File: src/rtl/dff_bank_arbiter_if.sv
// Client/bank-side bundle for dff_bank_arbiter: per-requester request fields
// plus the shared flip-flop bank control and completion signals.
interface dff_bank_arbiter_if #(
  parameter int N_REQ = 4,
  parameter int WIDTH = 8
);
  logic [N_REQ-1:0]       req;
  logic [N_REQ-1:0]       lock;
  logic [2*N_REQ-1:0]     op;
  logic [WIDTH*N_REQ-1:0] wdata;
  logic [WIDTH-1:0]       ff_q;
  logic                   ff_we;
  logic                   ff_clr;
  logic                   ff_set;
  logic [WIDTH-1:0]       ff_d;
  logic [N_REQ-1:0]       gnt;
  logic [N_REQ-1:0]       ack;
  logic [WIDTH-1:0]       rdata;
  logic                   busy;

  modport master (
    output req, lock, op, wdata, ff_q,
    input  ff_we, ff_clr, ff_set, ff_d, gnt, ack, rdata, busy
  );

  modport slave (
    input  req, lock, op, wdata, ff_q,
    output ff_we, ff_clr, ff_set, ff_d, gnt, ack, rdata, busy
  );
endinterface

File: src/rtl/dff_bank_arbiter.sv
// Round-robin arbiter with bounded lock that turns each grant into a single
// cycle of clear/set/load/read control on a shared flip-flop bank.
module dff_bank_arbiter #(
  parameter int N_REQ    = 4,
  parameter int WIDTH    = 8,
  parameter int MAX_LOCK = 4
) (
  input  logic            clk,
  input  logic            rst,
  dff_bank_arbiter_if.slave bus
);
  localparam int IDXW = (N_REQ > 1) ? $clog2(N_REQ) : 1;
  localparam int CNTW = $clog2(MAX_LOCK + 1);
  localparam logic [CNTW-1:0] LOCK_LIMIT = CNTW'(MAX_LOCK - 1);
  localparam logic [N_REQ-1:0] ONE_HOT0 = N_REQ'(1);

  localparam logic [0:0] IDLE  = 1'b0;
  localparam logic [0:0] ISSUE = 1'b1;

  localparam logic [1:0] OP_LOAD = 2'b00;
  localparam logic [1:0] OP_SET  = 2'b01;
  localparam logic [1:0] OP_CLR  = 2'b10;
  localparam logic [1:0] OP_READ = 2'b11;

  logic [0:0]       state_reg;
  logic [IDXW-1:0]  ptr_reg;
  logic [CNTW-1:0]  lock_cnt_reg;
  logic [N_REQ-1:0] gnt_reg;
  logic [N_REQ-1:0] ack_reg;
  logic             ff_we_reg;
  logic             ff_clr_reg;
  logic             ff_set_reg;
  logic [WIDTH-1:0] ff_d_reg;
  logic [WIDTH-1:0] rdata_reg;
  logic             busy_reg;

  logic [1:0]       op_arr    [N_REQ];
  logic [WIDTH-1:0] wdata_arr [N_REQ];

  generate
    for (genvar gi = 0; gi < N_REQ; gi++) begin : g_unpack
      assign op_arr[gi]    = bus.op[2*gi +: 2];
      assign wdata_arr[gi] = bus.wdata[WIDTH*gi +: WIDTH];
    end
  endgenerate

  logic [IDXW-1:0] win_next;
  logic [IDXW-1:0] cand;
  logic            found;
  logic            lock_hit;

  // The previous owner keeps the bank while it holds lock, unless its streak
  // has reached MAX_LOCK; otherwise search upward from the last grant.
  always_comb begin
    win_next = ptr_reg;
    cand     = '0;
    found    = 1'b0;
    lock_hit = bus.lock[ptr_reg] && bus.req[ptr_reg] && (lock_cnt_reg < LOCK_LIMIT);
    if (!lock_hit) begin
      for (int k = 1; k <= N_REQ; k++) begin
        cand = IDXW'((int'(ptr_reg) + k) % N_REQ);
        if (!found && bus.req[cand]) begin
          win_next = cand;
          found    = 1'b1;
        end
      end
    end
  end

  always_ff @(posedge clk) begin
    if (rst) begin
      state_reg    <= IDLE;
      ptr_reg      <= IDXW'(N_REQ - 1);
      lock_cnt_reg <= '0;
      gnt_reg      <= '0;
      ack_reg      <= '0;
      ff_we_reg    <= 1'b0;
      ff_clr_reg   <= 1'b0;
      ff_set_reg   <= 1'b0;
      ff_d_reg     <= '0;
      rdata_reg    <= '0;
      busy_reg     <= 1'b0;
    end else begin
      case (state_reg)
        IDLE: begin
          if (|bus.req) begin
            state_reg    <= ISSUE;
            ptr_reg      <= win_next;
            lock_cnt_reg <= lock_hit ? lock_cnt_reg + CNTW'(1) : '0;
            gnt_reg      <= ONE_HOT0 << win_next;
            ack_reg      <= ONE_HOT0 << win_next;
            busy_reg     <= 1'b1;
            ff_we_reg    <= 1'b0;
            ff_clr_reg   <= 1'b0;
            ff_set_reg   <= 1'b0;
            ff_d_reg     <= '0;
            case (op_arr[win_next])
              OP_LOAD: begin
                ff_we_reg <= 1'b1;
                ff_d_reg  <= wdata_arr[win_next];
              end
              OP_SET: begin
                ff_we_reg  <= 1'b1;
                ff_set_reg <= 1'b1;
              end
              OP_CLR: begin
                ff_we_reg  <= 1'b1;
                ff_clr_reg <= 1'b1;
              end
              OP_READ: rdata_reg <= bus.ff_q;
              default: ;
            endcase
          end
        end
        ISSUE: begin
          // rdata deliberately keeps its value until the next READ.
          state_reg  <= IDLE;
          gnt_reg    <= '0;
          ack_reg    <= '0;
          busy_reg   <= 1'b0;
          ff_we_reg  <= 1'b0;
          ff_clr_reg <= 1'b0;
          ff_set_reg <= 1'b0;
          ff_d_reg   <= '0;
        end
        default: state_reg <= IDLE;
      endcase
    end
  end

  // A reset arriving mid-ISSUE suppresses the completion pulse immediately.
  assign bus.ack    = ack_reg & ~{N_REQ{rst}};
  assign bus.gnt    = gnt_reg;
  assign bus.busy   = busy_reg;
  assign bus.ff_we  = ff_we_reg;
  assign bus.ff_clr = ff_clr_reg;
  assign bus.ff_set = ff_set_reg;
  assign bus.ff_d   = ff_d_reg;
  assign bus.rdata  = rdata_reg;
endmodule

File: src/flat_wrapper.sv
// flat-port wrapper written by rule: the top's interface ports become plain ports
module dff_bank_arbiter_flat 
#(
  parameter int N_REQ    = 4,
  parameter int WIDTH    = 8,
  parameter int MAX_LOCK = 4
)
  (clk, rst, bus_req, bus_lock, bus_op, bus_wdata, bus_ff_q, bus_ff_we, bus_ff_clr, bus_ff_set, bus_ff_d, bus_gnt, bus_ack, bus_rdata, bus_busy);
  dff_bank_arbiter_if #(.N_REQ(N_REQ), .WIDTH(WIDTH)) bus_i ();
  input  logic clk;
  input  logic rst;
  input wire logic [$bits(bus_i.req)-1:0] bus_req;
  input wire logic [$bits(bus_i.lock)-1:0] bus_lock;
  input wire logic [$bits(bus_i.op)-1:0] bus_op;
  input wire logic [$bits(bus_i.wdata)-1:0] bus_wdata;
  input wire logic [$bits(bus_i.ff_q)-1:0] bus_ff_q;
  output wire logic [$bits(bus_i.ff_we)-1:0] bus_ff_we;
  output wire logic [$bits(bus_i.ff_clr)-1:0] bus_ff_clr;
  output wire logic [$bits(bus_i.ff_set)-1:0] bus_ff_set;
  output wire logic [$bits(bus_i.ff_d)-1:0] bus_ff_d;
  output wire logic [$bits(bus_i.gnt)-1:0] bus_gnt;
  output wire logic [$bits(bus_i.ack)-1:0] bus_ack;
  output wire logic [$bits(bus_i.rdata)-1:0] bus_rdata;
  output wire logic [$bits(bus_i.busy)-1:0] bus_busy;
  assign bus_i.req = bus_req;
  assign bus_i.lock = bus_lock;
  assign bus_i.op = bus_op;
  assign bus_i.wdata = bus_wdata;
  assign bus_i.ff_q = bus_ff_q;
  assign bus_ff_we = bus_i.ff_we;
  assign bus_ff_clr = bus_i.ff_clr;
  assign bus_ff_set = bus_i.ff_set;
  assign bus_ff_d = bus_i.ff_d;
  assign bus_gnt = bus_i.gnt;
  assign bus_ack = bus_i.ack;
  assign bus_rdata = bus_i.rdata;
  assign bus_busy = bus_i.busy;
  dff_bank_arbiter #(.N_REQ(N_REQ), .WIDTH(WIDTH), .MAX_LOCK(MAX_LOCK)) u_core (.clk(clk), .rst(rst), .bus(bus_i));
endmodule
File: config.mk
export PLATFORM = sky130hd
export DESIGN_NAME = dff_bank_arbiter_flat
export DESIGN_NICKNAME = d
export VERILOG_FILES = /design/src/rtl/dff_bank_arbiter_if.sv /design/src/rtl/dff_bank_arbiter.sv /design/src/flat_wrapper.sv
export SDC_FILE = /design/constraint.sdc
export NUM_CORES = 1
export LEC_CHECK = 0
export ABC_AREA = 1
export CAP_MARGIN = 0
export CORE_ASPECT_RATIO = 0.8
export CORE_MARGIN = 5
export CORE_UTILIZATION = 36
export CTS_CLUSTER_SIZE = 10
export DETAILED_ROUTE_END_ITERATION = 12
export HOLD_SLACK_MARGIN = 0.15
export PLACE_DENSITY_LB_ADDON = 0.08
export SLEW_MARGIN = 20
export SYNTH_ARGS = -nofsm -noshare
export SYNTH_HDL_FRONTEND = slang
export SYNTH_SLANG_ARGS = --single-unit
File: constraint.sdc
create_clock -name clk -period 4.4 [get_ports clk]
set_input_delay 0.88 -clock clk [delete_from_list [all_inputs] [get_ports clk]]
set_output_delay 0.88 -clock clk [all_outputs]
set_load 0.02 [all_outputs]
# --- Word-level counts from Yosys, hierarchy flattened ---
# Index checks and enable logic that the tools add are counted.
totals:
  in_bits: 58
  ff_bits: 30
  out_inout_bits: 28
  word_cells: 92
classes:
  eq_ne: 4
  add_sub_neg: 5
  shifts: 1
  bitwise: 4
  muxes: 48
  reduce_logical: 13
  magnitude_cmp: 7
op_table:
  columns: ["operator", "count"]
  rows:
  - ["$mux W8", 4]
  - ["$mux W1", 20]
  - ["$bmux W8 S2", 1]
  - ["$pmux W8 S2", 1]
  - ["$lt A2 B3 Y1 const B", 5]
  - ["$mux W2", 7]
  - ["$bmux W1 S2", 6]
  - ["$pmux W1 S2", 5]
  - ["$pmux W4 S2", 1]
  - ["$logic_and A1 B1 Y1", 5]
  - ["$add A2 B1 Y2 const B", 2]
  - ["$add A2 B2 Y2 const B", 2]
  - ["$and A4 B4 Y4", 1]
  - ["$bmux W2 S2", 1]
  - ["$eq A2 B2 Y1 const B", 2]
  - ["$mux W4", 1]
  - ["$not A4 Y4", 1]
  - ["$reduce_or A4 Y1", 1]
  - ["$shl A1 B2 Y4 const A", 1]
  - ["$add A3 B1 Y3 const B", 1]
  - ["$ge A3 B3 Y1 const B", 1]
  - ["$logic_not A1 Y1", 3]
  - ["$lt A3 B2 Y1 const B", 1]
  - ["$mux W3", 1]
  - ["8 further kinds", 8]

# --- Depth between registers and ports, before layout ---
logic_depth:
  depth_word: 26
  ltp_mapped: 21
  ltp_nobuf: 18

# --- Worst setup path before layout ---
# Ideal clock, no wire load.
synth_path:
  path_type: "input to register"
  start: "input bus_req[3]"
  end: "register u_core.ff_we_reg, in the netlist u_core.bus.ff_we"
  path_buffers: 2
  path_slack_ps: 2020
  t_arrival_ps: 2270
  required_ps: 4290
  setup_time_ps: 110
  stages: 18
  cell_sequence: "nand2_1 -> nand3_1 -> nand2_2 -> inv_2 -> nand2_2 -> nand3_2 -> nand2_4 -> nand2_4 -> buf_6 -> nand2_4 -> nand2_2 -> nand2_2 -> nand2_4 -> buf_8 -> nand2_2 -> nand3_1 -> nand2_1 -> inv_1"
synth_via:
  elab_chain_len: 25
  elab_cells_between_ends: 42
  classes_between: "3 x eq/ne; 27 x mux; 1 x bitwise; 11 x reduce/logical"
synth_rtl:
  columns: ["item", "line", "text"]
  rows:
  - ["start: declaration", "flat_wrapper.sv:12", "input wire logic [$bits(bus_i.req)-1:0] bus_req;"]
  - ["$bmux W1 S2", "dff_bank_arbiter.sv:62", "if (!found && bus.req[cand]) begin"]
  - ["$mux W1 (not written as such)", "dff_bank_arbiter.sv:62", null]
  - ["$mux W1", "dff_bank_arbiter.sv:62", null]
  - ["$mux W1", "dff_bank_arbiter.sv:59", "if (!lock_hit) begin"]
  - ["$logic_not A1 Y1", "dff_bank_arbiter.sv:62", null]
  - ["$logic_and A1 B1 Y1", "dff_bank_arbiter.sv:62", null]
  - ["$mux W1", "dff_bank_arbiter.sv:62", null]
  - ["$mux W1", "dff_bank_arbiter.sv:59", null]
  - ["(+8 left out)", null, null]
  - ["$not A2 Y3 (not written as such)", "dff_bank_arbiter.sv:97", "case (op_arr[win_next])"]
  - ["$bmux W2 S2", "dff_bank_arbiter.sv:97", null]
  - ["$mux W2 (not written as such) (2 in series)", "dff_bank_arbiter.sv:97", null]
  - ["$eq A2 B2 Y1 (tied with other cells)", "dff_bank_arbiter.sv:97", null]
  - ["$reduce_or A3 Y1 (no line)", null, null]
  - ["$mux W1", "dff_bank_arbiter.sv:97", null]
  - ["$mux W1", "dff_bank_arbiter.sv:86", "if (|bus.req) begin"]
  - ["$pmux W1 S2", "dff_bank_arbiter.sv:84", "case (state_reg)"]
  - ["end signal: assignment", "dff_bank_arbiter.sv:93", "ff_we_reg <= 1'b0;"]
  - ["end signal: assignment", "dff_bank_arbiter.sv:99", "ff_we_reg <= 1'b1;"]
  - ["end signal: assignment", "dff_bank_arbiter.sv:103", "ff_we_reg <= 1'b1;"]
  - ["end: declaration", "dff_bank_arbiter.sv:30", "logic ff_we_reg;"]
# Parallel ways exist; a longest one is shown, timed or not. The select of a mux whose other input is x is not followed.
# A chain may end at the register's enable or synchronous reset.

# --- Worst setup path in the final report ---
layout_path:
  start: "input rst"
  end: "output bus_ack[3]"
layout_via:
  elab_chain_len: 2
layout_rtl:
  columns: ["item", "line", "text"]
  rows:
  - ["start: declaration", "flat_wrapper.sv:11", "input logic rst;"]
  - ["$not A4 Y4", "dff_bank_arbiter.sv:132", "assign bus.ack = ack_reg & ~{N_REQ{rst}};"]
  - ["$and A4 B4 Y4", "dff_bank_arbiter.sv:132", null]
  - ["end: declaration", "flat_wrapper.sv:22", "output wire logic [$bits(bus_i.ack)-1:0] bus_ack;"]
# Every way passes these cells.

==> impl_metrics.py <==
metrics = {
    "global_route": {
        "overall_routing_resource_usage": 0.1568,
        "antenna_found_initial": 0,
        "first_global_vias": 2188,
        "grt.met3_usage": 0.06163,
        "grt_max_degree": 32,
        "globalRouteOverflowTotal": 0,
        "grt_util_met1": 0.1951,
        "top_usage_layer": "met2",
        "global_route.usage.met2": 0.2579,
        "grt_first_pass_wirelength_mm": 10.03,
    },
    "layout": {
        "post_layout_nets": 468,
        "antenna_cells": 0,
        "mostFrequentLayoutCell": "sky130_fd_sc_hd__nand2_1",
        "filler_cell_count": 634,
        "stdcell_count": 490,
        "finish.utilization": 0.5322,
        "area_delta_synth_final_pct": 42.66,
        "flip_flop_and_latch_area_um2": 600.6,
        "multi_input_area_um2": 1349,
        "layout_common_cells": "sky130_fd_sc_hd__nand2_1, sky130_fd_sc_hd__clkdlybuf4s50_1, sky130_fd_sc_hd__inv_1, sky130_fd_sc_hd__dfxtp_1, sky130_fd_sc_hd__nor2_1",
        "layout-drive-gt1-share": 0.1809,
    },
    "synth": {
        "yosys.cell_types.count": 32,
        "synth_cells": 329,
        "synth_top_family_by_area": "simple AND/OR/NAND/NOR gates",
        "async_reset_ff_frac": 0,
        "ys.flop_type": "sky130_fd_sc_hd__dfxtp_1",
        "post_synth_mux_area_share": 0,
        "yosys.area_share.adder": 0.005643,
        "synth_edf_count": 0,
        "synth_seq_cells": 30,
        "ys.warnings.count": 0,
        "postSynthAreaPerCell_um2": 6.739,
        "synth-compound-area-share": 0.1050,
        "synthesis.area_um2": 2217,
        "seq_area_frac_synth": 0.2709,
        "xor_xnor_fraction_of_synth_area": 0,
        "postSynthNetCount": 388,
        "post_synth_and_or_nand_nor_area_fraction": 0.4977,
    },
    "clock_tree": {
        "path_clk_slew_ns": 0.06,
        "clk_root_buf": "sky130_fd_sc_hd__clkbuf_8",
        "htreeDepth": 2,
        "cts_post_setup_buffers_inserted": 0,
        "clock_tree_from_tritoncts": "done",
        "cts-root-to-sink-buffers": 2,
        "ctsResizeCount": 0,
        "number_of_clock_buffers_inserted_by_tritoncts": 5,
        "clock_latency_of_the_later_clocked_register_in_the_worst_skew_pair_ns": 0.27,
        "cts_hold_repair.buffers": 0,
        "clock_sinks": 30,
    },
    "detailed_routing": {
        "ant_nets": 0,
        "avgViaCountPerCell": 4.543,
        "route.vias.total": 2226,
        "wire_per_inst_um": 12.13,
        "drcViolationCount": 0,
        "drt_pass1_iterations": 4,
        "wirelength_mm": 5.943,
        "drtIter0Drc": 93,
    },
    "setup_path": {
        "crit_path_start_kind": "primary input",
        "worst-path-max-fanout": 12,
        "required_ns": 3.52,
        "cp_data_arrival_time_ns": 2.44,
        "setup.worst_path.class": "primary input to primary output",
        "end_kind": "primary output",
    },
    "sta": {
        "timing_worst_slew_pin_value_ns": 1.004,
        "max-slew-margin-rel": 0.3280,
        "min_period_over_period": 0.7544,
        "timing.final.setup_violations": 0,
        "fin_worst_skew_ns": 0.001640,
        "rsz_0062_raised_after_global_routing": "false",
        "final_hold_viol_count": 0,
        "timing.setup.tns_ns": 0,
        "slew_violations": 0,
        "fmax_mhz": 301.2,
        "finalWorstPathRequiredPeriod_ns": 3.320,
    },
    "hold_path": {
        "worst_hold_class": "flip-flop to flip-flop",
    },
    "power_and_ir_drop": {
        "max-vdd-ir-drop_v": 0.0003184,
        "power.static_leakage_nw": 1.413,
        "power.density_cell_area_nw_per_um2": 822.4,
        "total_power_mw": 2.601,
    },
    "placed_design": {
        "gpl.final_weighted_congestion": 0.8179,
        "place_hpwl_mm": 4.647,
        "post-place-cells": 483,
        "place.port_buffers": 85,
    },
    "run": {
        "timing.max_cap.violations": 0,
    },
    "die": {
        "chipHeight_um": 80.19,
        "die_width_um": 97.74,
        "top_level_ports": 86,
        "std_cell_rows": 25,
        "start_util": 0.3731,
        "die-area_um2": 7838,
        "core_region_area_um2": 5943,
    },
    "outcome": {
        "outcome": "finished clean",
    },
}
-- synth_stat cells, types with 2 or more instances --
library cell               instances  area (um^2)
sky130_fd_sc_hd__o21ai_0           7        35.03
sky130_fd_sc_hd__nand3b_1          4        30.03
sky130_fd_sc_hd__buf_2             2        10.01
sky130_fd_sc_hd__o211ai_1          7        52.55
sky130_fd_sc_hd__dfxtp_1          30        600.6
sky130_fd_sc_hd__nand2_1         104        390.4
sky130_fd_sc_hd__a21oi_1           7        35.03
sky130_fd_sc_hd__buf_6             3        33.78
sky130_fd_sc_hd__nor2_1           25        93.84
sky130_fd_sc_hd__nand2_4           9        101.4
sky130_fd_sc_hd__nand2_2          23        143.9
sky130_fd_sc_hd__nand4_1           9        56.30
sky130_fd_sc_hd__nand3_1          14        70.07
sky130_fd_sc_hd__inv_2             3        11.26
sky130_fd_sc_hd__a22oi_1           2        15.01
sky130_fd_sc_hd__clkbuf_1          5        18.77
sky130_fd_sc_hd__buf_4             2        15.01
sky130_fd_sc_hd__a21oi_2           8        70.07
sky130_fd_sc_hd__inv_1            38        142.6
sky130_fd_sc_hd__nor2_4            3        33.78
sky130_fd_sc_hd__nand3_2          13        130.1
-- power breakdown --
group | switching, mW | internal [mW] | leakage, nW
combinational | 1.32 | 0.666 | 1.12
sequential | 0.0641 | 0.355 | 0.246
clock | 0.0947 | 0.106 | 0.0438
-- stage by stage --
| step | cell area [um^2] | setup WS [ns] | hold slack [ns] |
|---|---|---|---|
| 2_1_floorplan | 2217 | 2.020 | 0.4290 |
| 3_3_place_gp | 3084 | 0.9132 | 0.4395 |
| 3_5_place_dp | 3084 | 0.8793 | 0.4409 |
| 4_1_cts | 3163 | 1.063 | 0.4507 |
| 5_1_grt | 3163 | 0.9602 | 0.4967 |
| 6_report | 3163 | 1.080 | 0.4495 |
-- critical path, stage by stage --
cell                              delay [ns]
sky130_fd_sc_hd__clkdlybuf4s50_1        0.51
sky130_fd_sc_hd__buf_4                  0.25
sky130_fd_sc_hd__nor2_1                 0.17
sky130_fd_sc_hd__clkdlybuf4s50_1        0.64
-- area by class of cell --
type                       count  area share
multi-input combinational    242      0.4264
sequential                    30      0.1899
inverter                      44     0.05538
clock inverter                 2    0.003165
timing repair buffer          86      0.2714
tap                           81     0.03204
clock buffer                   5     0.02176
-- layer usage --
metal / share of wire / wire [um]
met5: 0 / 0
met4: 0.0098 / 58
met3: 0.070 / 417
met2: 0.46 / 2748
met1: 0.46 / 2718
-- worst paths after layout --
kind	slack, ns	to	cells after the start	startpoint
min	0.45	u_core.bus.busy$_SDFFE_PP0P_	2	u_core.bus.busy$_SDFFE_PP0P_
max	1.08	bus_ack[3]	4	rst
max reg2reg	1.56	u_core.bus.rdata[4]$_SDFFE_PP0P_	16	u_core.ptr_reg[0]$_SDFFE_PP1P_
min reg2reg	0.45	u_core.bus.busy$_SDFFE_PP0P_	2	u_core.bus.busy$_SDFFE_PP0P_
-- cell families (layout without fill, tap and decap cells) --
| group | after synthesis | after routing |
|---|---|---|
| fa+ha+maj | 1 | 1 |
| flops | 30 | 30 |
| buf+inv | 57 | 137 |
| simple gates | 208 | 208 |
| compound gates | 33 | 33 |
No activity file was read; power rests on OpenSTA's default activity.
